==> config.mk <==
export PLATFORM = sky130hd
export DESIGN_NAME = multi_cycle_control
export DESIGN_NICKNAME = d
export VERILOG_FILES = /design/src/rtl/multi_cycle_control_pkg.sv /design/src/rtl/multi_cycle_control_decode.sv /design/src/rtl/multi_cycle_control.sv
export SDC_FILE = /design/constraint.sdc
export NUM_CORES = 1
export LEC_CHECK = 0
export BUFFER_PORTS_ARGS = -buffer_cell sky130_fd_sc_hd__buf_2
export CELL_PAD_IN_SITES_DETAIL_PLACEMENT = 0
export CELL_PAD_IN_SITES_GLOBAL_PLACEMENT = 2
export CORE_ASPECT_RATIO = 0.75
export CORE_MARGIN = 4
export CORE_UTILIZATION = 22
export CTS_CLUSTER_DIAMETER = 80
export CTS_CLUSTER_SIZE = 16
export DETAILED_ROUTE_END_ITERATION = 10
export PLACE_DENSITY_LB_ADDON = 0.1
export SLEW_MARGIN = 10
export SYNTH_ARGS = -nofsm -noshare
export SYNTH_HDL_FRONTEND = slang
export SYNTH_SLANG_ARGS = --single-unit
==> constraint.sdc <==
create_clock -name CLK -period 4.4 [get_ports CLK]
set_input_delay 0.44 -clock CLK [delete_from_list [all_inputs] [get_ports CLK]]
set_output_delay 0.44 -clock CLK [all_outputs]
set_load 0.01 [all_outputs]
==> src/rtl/multi_cycle_control_pkg.sv <==
// Shared encodings for the multi-cycle MIPS control path. This file holds the state codes,
// the opcode/funct values, the ALU/PC/RegDst select codes and the strobe bundle type.
package multi_cycle_control_pkg;

  localparam logic [3:0] ST_IF     = 4'd0;
  localparam logic [3:0] ST_ID     = 4'd1;
  localparam logic [3:0] ST_EXE_AL = 4'd2;
  localparam logic [3:0] ST_WB_AL  = 4'd3;
  localparam logic [3:0] ST_EXE_BR = 4'd4;
  localparam logic [3:0] ST_EXE_LS = 4'd5;
  localparam logic [3:0] ST_MEM    = 4'd6;
  localparam logic [3:0] ST_WB_LD  = 4'd7;
  localparam logic [3:0] ST_HALT   = 4'd8;

  localparam logic [5:0] OP_RTYPE = 6'h00;
  localparam logic [5:0] OP_J     = 6'h02;
  localparam logic [5:0] OP_JAL   = 6'h03;
  localparam logic [5:0] OP_BEQ   = 6'h04;
  localparam logic [5:0] OP_BNE   = 6'h05;
  localparam logic [5:0] OP_ADDI  = 6'h08;
  localparam logic [5:0] OP_SLTI  = 6'h0A;
  localparam logic [5:0] OP_ORI   = 6'h0D;
  localparam logic [5:0] OP_LW    = 6'h23;
  localparam logic [5:0] OP_SW    = 6'h2B;

  localparam logic [5:0] FN_SLL = 6'h00;
  localparam logic [5:0] FN_JR  = 6'h08;
  localparam logic [5:0] FN_ADD = 6'h20;
  localparam logic [5:0] FN_SUB = 6'h22;
  localparam logic [5:0] FN_AND = 6'h24;
  localparam logic [5:0] FN_OR  = 6'h25;
  localparam logic [5:0] FN_SLT = 6'h2A;

  localparam logic [2:0] ALU_ADD = 3'd0;
  localparam logic [2:0] ALU_SUB = 3'd1;
  localparam logic [2:0] ALU_AND = 3'd2;
  localparam logic [2:0] ALU_OR  = 3'd3;
  localparam logic [2:0] ALU_SLT = 3'd4;
  localparam logic [2:0] ALU_SLL = 3'd5;

  localparam logic [1:0] PC_PC4    = 2'd0;
  localparam logic [1:0] PC_BRANCH = 2'd1;
  localparam logic [1:0] PC_JUMP   = 2'd2;
  localparam logic [1:0] PC_RS     = 2'd3;

  localparam logic [1:0] RD_RT  = 2'd0;
  localparam logic [1:0] RD_RD  = 2'd1;
  localparam logic [1:0] RD_R31 = 2'd2;

  typedef struct packed {
    logic       PCWre;
    logic [1:0] PCSrc;
    logic       IRWre;
    logic       InsMemRW;
    logic       RegWre;
    logic [1:0] RegDst;
    logic       WrRegDSrc;
    logic       DBDataSrc;
    logic       ALUSrcA;
    logic       ALUSrcB;
    logic [2:0] ALUOp;
    logic       ExtSel;
    logic       mRD;
    logic       mWR;
  } ctrlT;

  // R-type functs that go through EXE_AL/WB_AL (jr is handled in ID)
  function automatic logic isRAlu(input logic [5:0] funct);
    case (funct)
      FN_SLL, FN_ADD, FN_SUB, FN_AND, FN_OR, FN_SLT: return 1'b1;
      default:                                       return 1'b0;
    endcase
  endfunction

  function automatic logic [2:0] aluOpFor(input logic [5:0] opcode, input logic [5:0] funct);
    if (opcode == OP_RTYPE) begin
      case (funct)
        FN_SUB:  return ALU_SUB;
        FN_AND:  return ALU_AND;
        FN_OR:   return ALU_OR;
        FN_SLT:  return ALU_SLT;
        FN_SLL:  return ALU_SLL;
        default: return ALU_ADD;
      endcase
    end
    case (opcode)
      OP_ORI:  return ALU_OR;
      OP_SLTI: return ALU_SLT;
      default: return ALU_ADD;
    endcase
  endfunction

endpackage

==> src/rtl/multi_cycle_control_decode.sv <==
// Combinational strobe decode from (state, opcode, funct, zero).
// enable low forces every strobe and select to 0.
module multi_cycle_control_decode
  import multi_cycle_control_pkg::*;
#(
  parameter logic [5:0] HALT_OP = 6'h3F
) (
  input  logic       enable,
  input  logic [3:0] state,
  input  logic [5:0] opcode,
  input  logic [5:0] funct,
  input  logic       zero,
  output ctrlT       ctrl
);

  always_comb begin
    ctrl        = '0;
    ctrl.PCSrc  = PC_PC4;
    ctrl.RegDst = RD_RT;
    ctrl.ALUOp  = ALU_ADD;
    if (enable) begin
      case (state)
        ST_IF: begin
          ctrl.InsMemRW = 1'b1;
          ctrl.IRWre    = 1'b1;
        end
        ST_ID: begin
          if (opcode != HALT_OP) begin
            case (opcode)
              OP_J: begin
                ctrl.PCSrc = PC_JUMP;
                ctrl.PCWre = 1'b1;
              end
              OP_JAL: begin
                ctrl.RegWre    = 1'b1;
                ctrl.RegDst    = RD_R31;
                ctrl.WrRegDSrc = 1'b1;
                ctrl.PCSrc     = PC_JUMP;
                ctrl.PCWre     = 1'b1;
              end
              OP_RTYPE: begin
                if (funct == FN_JR) begin
                  ctrl.PCSrc = PC_RS;
                  ctrl.PCWre = 1'b1;
                end else if (!isRAlu(funct)) begin
                  ctrl.PCWre = 1'b1;
                end
              end
              OP_BEQ, OP_BNE, OP_LW, OP_SW, OP_ADDI, OP_ORI, OP_SLTI: begin
              end
              // Unknown opcodes retire as a nop
              default: ctrl.PCWre = 1'b1;
            endcase
          end
        end
        ST_EXE_AL: begin
          ctrl.ALUOp   = aluOpFor(opcode, funct);
          ctrl.ALUSrcA = (opcode == OP_RTYPE) && (funct == FN_SLL);
          ctrl.ALUSrcB = (opcode != OP_RTYPE);
          ctrl.ExtSel  = (opcode != OP_ORI);
        end
        ST_WB_AL: begin
          ctrl.RegWre = 1'b1;
          ctrl.RegDst = (opcode == OP_RTYPE) ? RD_RD : RD_RT;
          ctrl.PCWre  = 1'b1;
        end
        ST_EXE_BR: begin
          ctrl.ALUOp = ALU_SUB;
          ctrl.PCWre = 1'b1;
          if ((opcode == OP_BEQ) ? zero : !zero) ctrl.PCSrc = PC_BRANCH;
        end
        ST_EXE_LS: begin
          ctrl.ALUOp   = ALU_ADD;
          ctrl.ALUSrcB = 1'b1;
          ctrl.ExtSel  = 1'b1;
        end
        ST_MEM: begin
          if (opcode == OP_LW) begin
            ctrl.mRD = 1'b1;
          end else begin
            ctrl.mWR   = 1'b1;
            ctrl.PCWre = 1'b1;
          end
        end
        ST_WB_LD: begin
          ctrl.RegWre    = 1'b1;
          ctrl.RegDst    = RD_RT;
          ctrl.DBDataSrc = 1'b1;
          ctrl.PCWre     = 1'b1;
        end
        default: begin
        end
      endcase
    end
  end

endmodule

==> src/rtl/multi_cycle_control.sv <==
// Multi-cycle MIPS control FSM: state register plus next-state logic.
// All strobes come from the decode sub-module.
module multi_cycle_control
  import multi_cycle_control_pkg::*;
#(
  parameter logic [5:0]  HALT_OP = 6'h3F,
  parameter int unsigned STATE_W = 4
) (
  input  logic               CLK,
  input  logic               CLR,
  input  logic [5:0]         opcode,
  input  logic [5:0]         funct,
  input  logic               zero,
  output logic [STATE_W-1:0] state,
  output logic               PCWre,
  output logic [1:0]         PCSrc,
  output logic               IRWre,
  output logic               InsMemRW,
  output logic               RegWre,
  output logic [1:0]         RegDst,
  output logic               WrRegDSrc,
  output logic               DBDataSrc,
  output logic               ALUSrcA,
  output logic               ALUSrcB,
  output logic [2:0]         ALUOp,
  output logic               ExtSel,
  output logic               mRD,
  output logic               mWR
);

  logic [3:0] stReg;
  logic [3:0] nextSt;
  ctrlT       ctrl;

  always_comb begin
    nextSt = stReg;
    case (stReg)
      ST_IF: nextSt = ST_ID;
      ST_ID: begin
        if (opcode == HALT_OP) begin
          nextSt = ST_HALT;
        end else begin
          case (opcode)
            OP_RTYPE:                  nextSt = isRAlu(funct) ? ST_EXE_AL : ST_IF;
            OP_BEQ, OP_BNE:            nextSt = ST_EXE_BR;
            OP_LW, OP_SW:              nextSt = ST_EXE_LS;
            OP_ADDI, OP_ORI, OP_SLTI:  nextSt = ST_EXE_AL;
            default:                   nextSt = ST_IF;
          endcase
        end
      end
      ST_EXE_AL: nextSt = ST_WB_AL;
      ST_EXE_LS: nextSt = ST_MEM;
      ST_MEM:    nextSt = (opcode == OP_LW) ? ST_WB_LD : ST_IF;
      ST_HALT:   nextSt = ST_HALT;
      default:   nextSt = ST_IF;
    endcase
  end

  always_ff @(posedge CLK or negedge CLR) begin
    if (!CLR) stReg <= ST_IF;
    else      stReg <= nextSt;
  end

  // Gating with CLR keeps IF's strobes low while reset is held
  multi_cycle_control_decode #(
    .HALT_OP(HALT_OP)
  ) uDecode (
    .enable(CLR),
    .state (stReg),
    .opcode(opcode),
    .funct (funct),
    .zero  (zero),
    .ctrl  (ctrl)
  );

  assign state     = STATE_W'(stReg);
  assign PCWre     = ctrl.PCWre;
  assign PCSrc     = ctrl.PCSrc;
  assign IRWre     = ctrl.IRWre;
  assign InsMemRW  = ctrl.InsMemRW;
  assign RegWre    = ctrl.RegWre;
  assign RegDst    = ctrl.RegDst;
  assign WrRegDSrc = ctrl.WrRegDSrc;
  assign DBDataSrc = ctrl.DBDataSrc;
  assign ALUSrcA   = ctrl.ALUSrcA;
  assign ALUSrcB   = ctrl.ALUSrcB;
  assign ALUOp     = ctrl.ALUOp;
  assign ExtSel    = ctrl.ExtSel;
  assign mRD       = ctrl.mRD;
  assign mWR       = ctrl.mWR;

endmodule

==> results summary, run 1 <==
The flow ran to the end, and the final reports show no timing, DRC or antenna violations. The setup slack after layout came out at 2050 ps. The cell family contributing the most delay on the critical path is simple AND/OR/NAND/NOR gates. The synthesized instance count is 105. The final-report max-slew violation count came to 0.

The final weighted congestion in routability-driven placement came out at about 0.76. The share of post-route cells with drive strength above 1 is 30.4%. The area added between synthesis and finish came out at 36.4%. The most used flip-flop cell after synthesis is sky130_fd_sc_hd__dfrtp_1.

The clock root buffer is sky130_fd_sc_hd__clkbuf_8. The number of nets in the synthesized netlist came out at between 100 and 150. The worst ir drop on vdd is about 0.23 mV. The overall die area is ~3900 µm². The I/O pin total came out at 37. The overall routed net length came out at 2.35 mm. The CTS sink count is 4.

Among all stages on the critical path, the largest delay is contributed by sky130_fd_sc_hd__nor4_1. The total buffers and inverters traversed by the critical path is 2. The commonest cells after synthesis are sky130_fd_sc_hd__nor2_1 (20), sky130_fd_sc_hd__nand2_1 (12), sky130_fd_sc_hd__nand3_1 (10).

Combinational logic burns 51.2% of the power. The worst setup path is launched from an input pin. The post-detailed-placement half-perimeter wirelength is 1.95 mm. The initial utilization of the core area, before any placement, comes to about a quarter. The number of antenna repair diodes came out at 0.

The final count of hold timing violations came out at 0. The total track usage came out at about 12%. The clock tree from TritonCTS is yes.

The number of global-route vias before repair was 733. The number of post-CTS setup repair buffers is 0. By area the synthesized netlist is led by sky130_fd_sc_hd__dfrtp_1 (16%), sky130_fd_sc_hd__nor2_1 (12%), sky130_fd_sc_hd__nand3_1 (7.8%), sky130_fd_sc_hd__a21oi_1 (7.0%), sky130_fd_sc_hd__nand2_1 (7.0%). The endpoint identified for the worst register-to-register timing path is state[0]. The y dimension of the die came out at 54.8 µm.

Counting distinct cell types in the post-synthesis netlist gives 31. The min-delay analysis places its worst path in the category in -> async. The register with the most flip-flops in the layout has 4 of them.

The final period utilization is 53.3%. The final layout contains roughly 160 nets. The biggest area consumer among synthesized cells is sky130_fd_sc_hd__dfrtp_1.

The horizontal die dimension came out at between 70 and 80 µm. The number of stages on the worst setup path came out at 7. The clock latency reported for the late side of the worst-skew pair came out at 220 ps. The number of buffers on the longest clock path came out at 2. The leakage power came out at just under 0.4 nW. The floorplan row count came out at 16. The clock network accounts for around 26% of the total power. The clock tree skew after final layout came out at around 4.8 ps. The detail-routed via count per cell is between 5 and 6. Entering global routing, the biggest net connects 15 pins. The number of flops mapped to enable cells by yosys came out at 0.

The critical path in this run is classified as in -> out. The number of buffers added on ports came out at 36. The clock slew seen by the registers of the worst setup and hold paths is roughly 30 ps.

The detail route stage leaves a number of antenna-violating nets equal to 0. The synthesized area divided by synthesized cell count is between 6 and 7 µm². The signal arrival time at the worst endpoint is 1910 ps. The data required time at the worst endpoint is around 4000 ps. The signal on the critical path passes through buf_2 > nor4_1 > nand2_1 > nor2_1 > nand4b_1 > o21ai_0 > buf_2. The fraction of power spent switching nets came out at approximately 45%. The warning count from the yosys run came out at 0. The synthesis-stage register bit count came out at 4. For this run, the register share of the synthesized area comes to roughly 16%. In this design, the critical path's most frequently occurring cell is sky130_fd_sc_hd__buf_2. The internal portion of total power came out at approximately 0.00016 W. The detailed-route wire length per cell came out at about 14 µm. Summing every instance area after synthesis gives between 600 and 700 µm².

The area share of the largest cell type after synthesis is between 10% and 20%. The capturing element type of the critical path is an output pin. The number of antenna violations at the first check in global routing came out at 0. The number of max-cap violations is 0. CTS built an H-tree with a depth of 1. On the worst path, the slowest cell contributes a delay of about 390 ps. The origin of the critical flop-to-flop path is state[1].

Hold repair after CTS inserted 0 buffers. The most critical setup path has its endpoint at PCSrc[0]. Setup repair after global routing left no endpoint under its margin. The slew of the pin with the lowest slew margin is ~630 ps.

The overall power after layout is 0.000296 W. The power density over cell area came out at approximately 340 nW/µm². The reported net switching power is about 0.00013 W. The remaining global-route overflow is 0. The proportion of register bits with asynchronous set or reset after synthesis is 100%. Subtracting the final worst setup slack from the clock period gives about 2300 ps. The post-CTS resize count came out at 0. For this run, design rule violations remaining after detail routing come to 0. The core footprint came out at approximately 2700 µm².

The sequential cell fraction of total power came out at 23.0%. OpenSTA, run right after detailed placement, puts the worst setup slack at between 2000 and 2500 ps. The final setup violation count is 0. The global-route wire length before repair is around 3.6 mm. The beginning of the critical path is opcode[2]. The iteration-0 DRC count of the detailed router came out at 110. The relative slew slack came out at a little under three fifths.

The summed negative setup slack over all endpoints is 0 ps. The worst register-to-register path has a depth of 3. The minimum setup slack among reg-to-reg paths came out at approximately 3200 ps. The maximum fanout along the worst path is 11. The most instantiated library cell after synthesis is sky130_fd_sc_hd__nor2_1. Buffers inserted during clock tree synthesis total 3. The fmax is ~0.43 GHz. The total number of vias came out at roughly 900. The length of the first detailed-routing pass in iterations is 5.
==> cell type report <==
type                       count  area, µm²
timing repair buffer          36        180
inverter                       1       3.75
sequential                     4        100
multi-input combinational     94        507
tap                           36       45.0
fill                         326       1830
clock buffer                   3       41.3
==> power groups by stage <==
stage	Combinational (W)	Clock (W)	Sequential, W
3_3_place_gp	0.000157	0	0.0000686
2_1_floorplan	0.0000992	0	0.0000649
6_report	0.000151	0.0000763	0.0000680
4_1_cts	0.000153	0.0000786	0.0000673
3_5_place_dp	0.000152	0	0.0000678
5_1_grt	0.000169	0.0000807	0.0000696
==> placed cells by master (no fill, tap or decap) <==
| cell type | synthesis | final |
|---|---|---|
| sky130_fd_sc_hd__a22o_1 | 1 | 1 |
| sky130_fd_sc_hd__or2_2 | 2 | 2 |
| sky130_fd_sc_hd__o22ai_1 | 1 | 1 |
| sky130_fd_sc_hd__dfrtp_1 | 4 | 4 |
| sky130_fd_sc_hd__xor2_1 | 2 | 2 |
| sky130_fd_sc_hd__clkbuf_8 | 0 | 3 |
| sky130_fd_sc_hd__and3_1 | 1 | 1 |
| sky130_fd_sc_hd__nor2b_1 | 3 | 3 |
| sky130_fd_sc_hd__a2111oi_2 | 1 | 1 |
| sky130_fd_sc_hd__or4_1 | 1 | 1 |
| sky130_fd_sc_hd__a21boi_0 | 1 | 1 |
| sky130_fd_sc_hd__nor4_1 | 7 | 7 |
| sky130_fd_sc_hd__o211ai_1 | 1 | 1 |
| sky130_fd_sc_hd__a211oi_1 | 1 | 1 |
| sky130_fd_sc_hd__nand2_1 | 12 | 12 |
| sky130_fd_sc_hd__inv_1 | 1 | 1 |
| sky130_fd_sc_hd__buf_2 | 2 | 36 |
| sky130_fd_sc_hd__o21ai_0 | 3 | 3 |
| sky130_fd_sc_hd__nor2_1 | 20 | 20 |
| sky130_fd_sc_hd__nand4_1 | 1 | 1 |
| sky130_fd_sc_hd__a21oi_1 | 9 | 9 |
| sky130_fd_sc_hd__o21bai_1 | 2 | 2 |
| sky130_fd_sc_hd__o32a_1 | 1 | 1 |
| sky130_fd_sc_hd__or3_1 | 3 | 3 |
| sky130_fd_sc_hd__nand3_1 | 10 | 10 |
| sky130_fd_sc_hd__o31ai_1 | 1 | 1 |
| sky130_fd_sc_hd__nand2b_1 | 2 | 2 |
| sky130_fd_sc_hd__a32oi_1 | 1 | 1 |
| sky130_fd_sc_hd__nor3_1 | 6 | 6 |
| sky130_fd_sc_hd__nand4b_1 | 1 | 1 |
==> per-layer routing <==
metal	up-vias	global-route usage, %	wire length (µm)
met3	0	4.40	152
li1	453	-	-
met4	0	0	0
met2	29	17.7	954
met5	-	0	0
met1	404	17.7	1240
==> cells by family after synthesis <==
kind of cell              synth area share, %
and+or+nand+nor                          52.1
xor gates and xnor gates                 2.72
DFF                                      15.6
AOI/OAI and AO/OA                        23.9
buffers and inverters                    5.64
==> worst min-delay path by stage <==
stage          startpoint        to  cells after the start
6_report              CLR  state[2]                      1
5_1_grt               CLR  state[2]                      1
4_1_cts               CLR  state[2]                      1
3_5_place_dp          CLR  state[2]                      1
3_3_place_gp          CLR  state[2]                      1
2_1_floorplan         CLR  state[0]                      0
==> worst reg2reg max path, stage by stage, from the launching register on <==
cell,delay [ps]
sky130_fd_sc_hd__dfrtp_1,460
sky130_fd_sc_hd__nor2b_1,350
sky130_fd_sc_hd__a21oi_1,150
sky130_fd_sc_hd__a21oi_1,150
==> per-stage QoR <==
step / instances / utilization, % / cell area, µm² / hold WS (ps)
after floorplan: 105 / - / 643 / 144
after global placement: 171 / 30.9 / 836 / 258
after detailed placement: 171 / 30.9 / 836 / 264
after CTS: 174 / 32.5 / 877 / 32.8
after global routing: 174 / 32.5 / 877 / 39.1
final: 174 / 32.5 / 877 / 34.0
Note: power is estimated with default switching activity, not from simulation.
==> run 2: changes to the inputs <==
Settings changed: CORE_UTILIZATION 22 to 18.
Clock period 4.4 ns to 2 ns, I/O delays scaled along.
==> results summary, run 2 (synthesis gave the netlist of run 1 again) <==
The run finished with clean final reports. The signal arrival time at the worst endpoint came out at 1620 ps (-290 ps). TritonCTS built the clock tree. The maximum fanout along the worst path came out at 7 (-4). The most common cell after layout, fill and taps aside is sky130_fd_sc_hd__buf_2. The remaining global-route overflow was 0 (unchanged). The reported net switching power is 0.000300 W (+130%). The minimum setup slack among reg-to-reg paths is 830 ps (-2370 ps). The length in cells of the worst reg-to-reg path came out at 4 (+1). The worst setup path is launched from a flip-flop.

The total track usage came out at 11.8% (-0.26 points). The startpoint identified for the worst register-to-register timing path is state[1]. The number of filler cells placed in the layout came out at 381 (+17%). The iteration-0 DRC count of the detailed router is 67 (-39%). The length of the first detailed-routing pass in iterations is 4 (-1). The core footprint is 3360 µm² (+24%).

The largest net degree at the start of global routing came out at 11 (-4). The sequential cell fraction of total power is 20.8% (-2.2 points). The fraction of power spent switching nets came out at 44.2% (-0.49 points).

The total CTS buffers is 3 (unchanged). Subtracting the final worst setup slack from the clock period gives around 1800 ps. The CTS sink count is 4 (unchanged). In the finished design, the share of the clock period the worst path needs comes to between 90% and 100%.

The number of global-route vias before repair came to 859 (+17%). The detail-routed via count per cell came out at 4.98 (-2.2%). The setup slack after placement came out at 109 ps (-1950 ps). The share of post-route cells with drive strength above 1 was 35.6% (+5.1 points).

The storage element area came to 100 µm² (unchanged). The final hold slack is 354 ps (+320 ps). The leakage power was 0.444 nW (+14%). The H-tree depth came out at 1 (unchanged). The relative slew slack came out at 72.4% (+15 points).

The total number of vias is 941 (+6.2%). The setup path with the least slack is of type reg -> out. The fmax came out at around 0.55 GHz.

The part of the total power dissipated in the clock network came out at 25.3% (-0.5 points). The clock latency reported for the late side of the worst-skew pair came out at 220 ps (about the same). The summed negative setup slack over all endpoints came to 0 ps (unchanged).

The final setup violation count is 0 (unchanged). The remaining number of nets flagged by the antenna check after routing came to 0 (unchanged). The path category of the worst min-delay check is in -> async. The area added between synthesis and finish came out at 51.4%.

The y dimension of the die came out at 59.8 µm (+9.0%). The worst ir drop on vdd is 0.368 mV (+59%). The detailed-route wire length per cell came out at 13.7 µm (+1.4%). The final-report max-slew violation count came out at 0 (unchanged). The beginning of the critical path is state[3]. The clock tree skew after final layout is 4.52 ps (-0.247 ps).

The residual DRC count came out at 0 (unchanged). The multi-input logic area came out at 513 µm² (+1.2%). The slew of the pin with the lowest slew margin came out at 411 ps (-219 ps).

The post-detailed-placement half-perimeter wirelength is 2.21 mm (+14%). The flip-flop count of the largest register, all copies and words added came out at 4 (unchanged). The internal portion of total power came out at 0.000379 W (+130%).

The final net count is 166 (+7.1%). The I/O pin total came out at 37 (unchanged). The final weighted congestion in routability-driven placement is 0.741 (-2.4%). Setup repair after global routing left no endpoint under its margin. The floorplan row count came out at 18 (+2).

The final core utilization came to 29.0% (-3.4 points). The number of antenna violations at the first check in global routing is 0 (unchanged). The overall routed net length came out at 2.59 mm (+10%). The fraction of power consumed by combinational cells is 53.8% (+2.6 points).

The endpoint identified for the worst register-to-register timing path is state[0]. The final count of hold timing violations came out at 0 (unchanged). The clock slew seen by the registers of the worst setup and hold paths is 30 ps (about the same). The overall die area is 4600 µm² (+19%). The setup slack after layout came to 178 ps (-1880 ps). The horizontal die dimension is 77.0 µm (+9.4%). The number of buffers on the longest clock path is 2 (unchanged). The global-route wire length before repair came out at 4.22 mm (+17%). The number of buffers added on ports was 36 (unchanged). The data required time at the worst endpoint is 1800 ps (-2160 ps). The top cell types in the final layout, fill and taps aside, are sky130_fd_sc_hd__buf_2 (36), sky130_fd_sc_hd__nor2_1 (20), sky130_fd_sc_hd__nand2_1 (12).

STA classifies the critical path endpoint as an output pin. The effective utilization at floorplan came out at 19.2% (-4.6 points). The number of max-cap violations is 0 (unchanged). The number of antenna repair diodes came out at 0 (unchanged). The cell sitting at the root of the clock tree is a sky130_fd_sc_hd__clkbuf_8. The power density over cell area is 697 nW/µm² (+110%).
## run 2: cell count changes in the layout (fill, tap and decap cells not counted)
cell                            delta
sky130_fd_sc_hd__buf_4            +10
sky130_fd_sc_hd__dlygate4sd3_1     +1
sky130_fd_sc_hd__nor4_1            -1
sky130_fd_sc_hd__nor4_2            +1
## run 2: repair_timing
action	in CTS	in global routing
endpoints found under the hold margin	4	0
setup buffers	0	0
setup endpoints to repair	0	2
resized for setup	0	1
hold buffers	1	0
## run 2: worst max path at each step
stage / cells after the start / slack, ps / end
3_5_place_dp: 7 / 110 / PCSrc[1]
3_3_place_gp: 7 / 150 / PCSrc[1]
2_1_floorplan: 4 / 360 / ALUOp[2]
5_1_grt: 6 / 20 / ALUOp[2]
6_report: 6 / 180 / PCSrc[0]
4_1_cts: 7 / 110 / PCSrc[1]
## run 2: cell type report
type                       instances  area share [%]
sequential                         4            10.3
inverter                           1           0.386
multi-input combinational         94            52.7
clock buffer                       3            4.24
timing repair buffer              47            27.2
tap                               40            5.14
## run 2: critical path, stage by stage (launching register included)
cell                      delay, ps
sky130_fd_sc_hd__dfrtp_1        360
sky130_fd_sc_hd__buf_4          150
sky130_fd_sc_hd__nor2b_1        160
sky130_fd_sc_hd__nand2_1        120
sky130_fd_sc_hd__or3_1          370
sky130_fd_sc_hd__o21ai_0         80
sky130_fd_sc_hd__buf_2          160
## run 2: power by group through the flow
stage	Sequential (W)	Combinational (W)	Clock [W]
5_1_grt	0.000147	0.000409	0.000187
6_report	0.000141	0.000365	0.000172
2_1_floorplan	0.000143	0.000218	0
3_3_place_gp	0.000145	0.000371	0
4_1_cts	0.000142	0.000367	0.000181
3_5_place_dp	0.000142	0.000365	0
## run 2: metal layers
layer  global-route usage [%]  routed length [µm]  up-vias
met5                        0                   0        -
met4                     3.81                  44        0
met3                     3.01                 191        4
met2                     16.5                 993       39
met1                     17.5                1360      421
li1                         -                   -      477
## run 2: metrics by stage
stage,power [W],cell area (µm²),std cells
2_1_floorplan,0.000361,643,105
3_5_place_dp,0.000508,916,185
5_1_grt,0.000743,973,189
4_1_cts,0.000690,967,189
6_report,0.000678,973,189
3_3_place_gp,0.000515,916,185
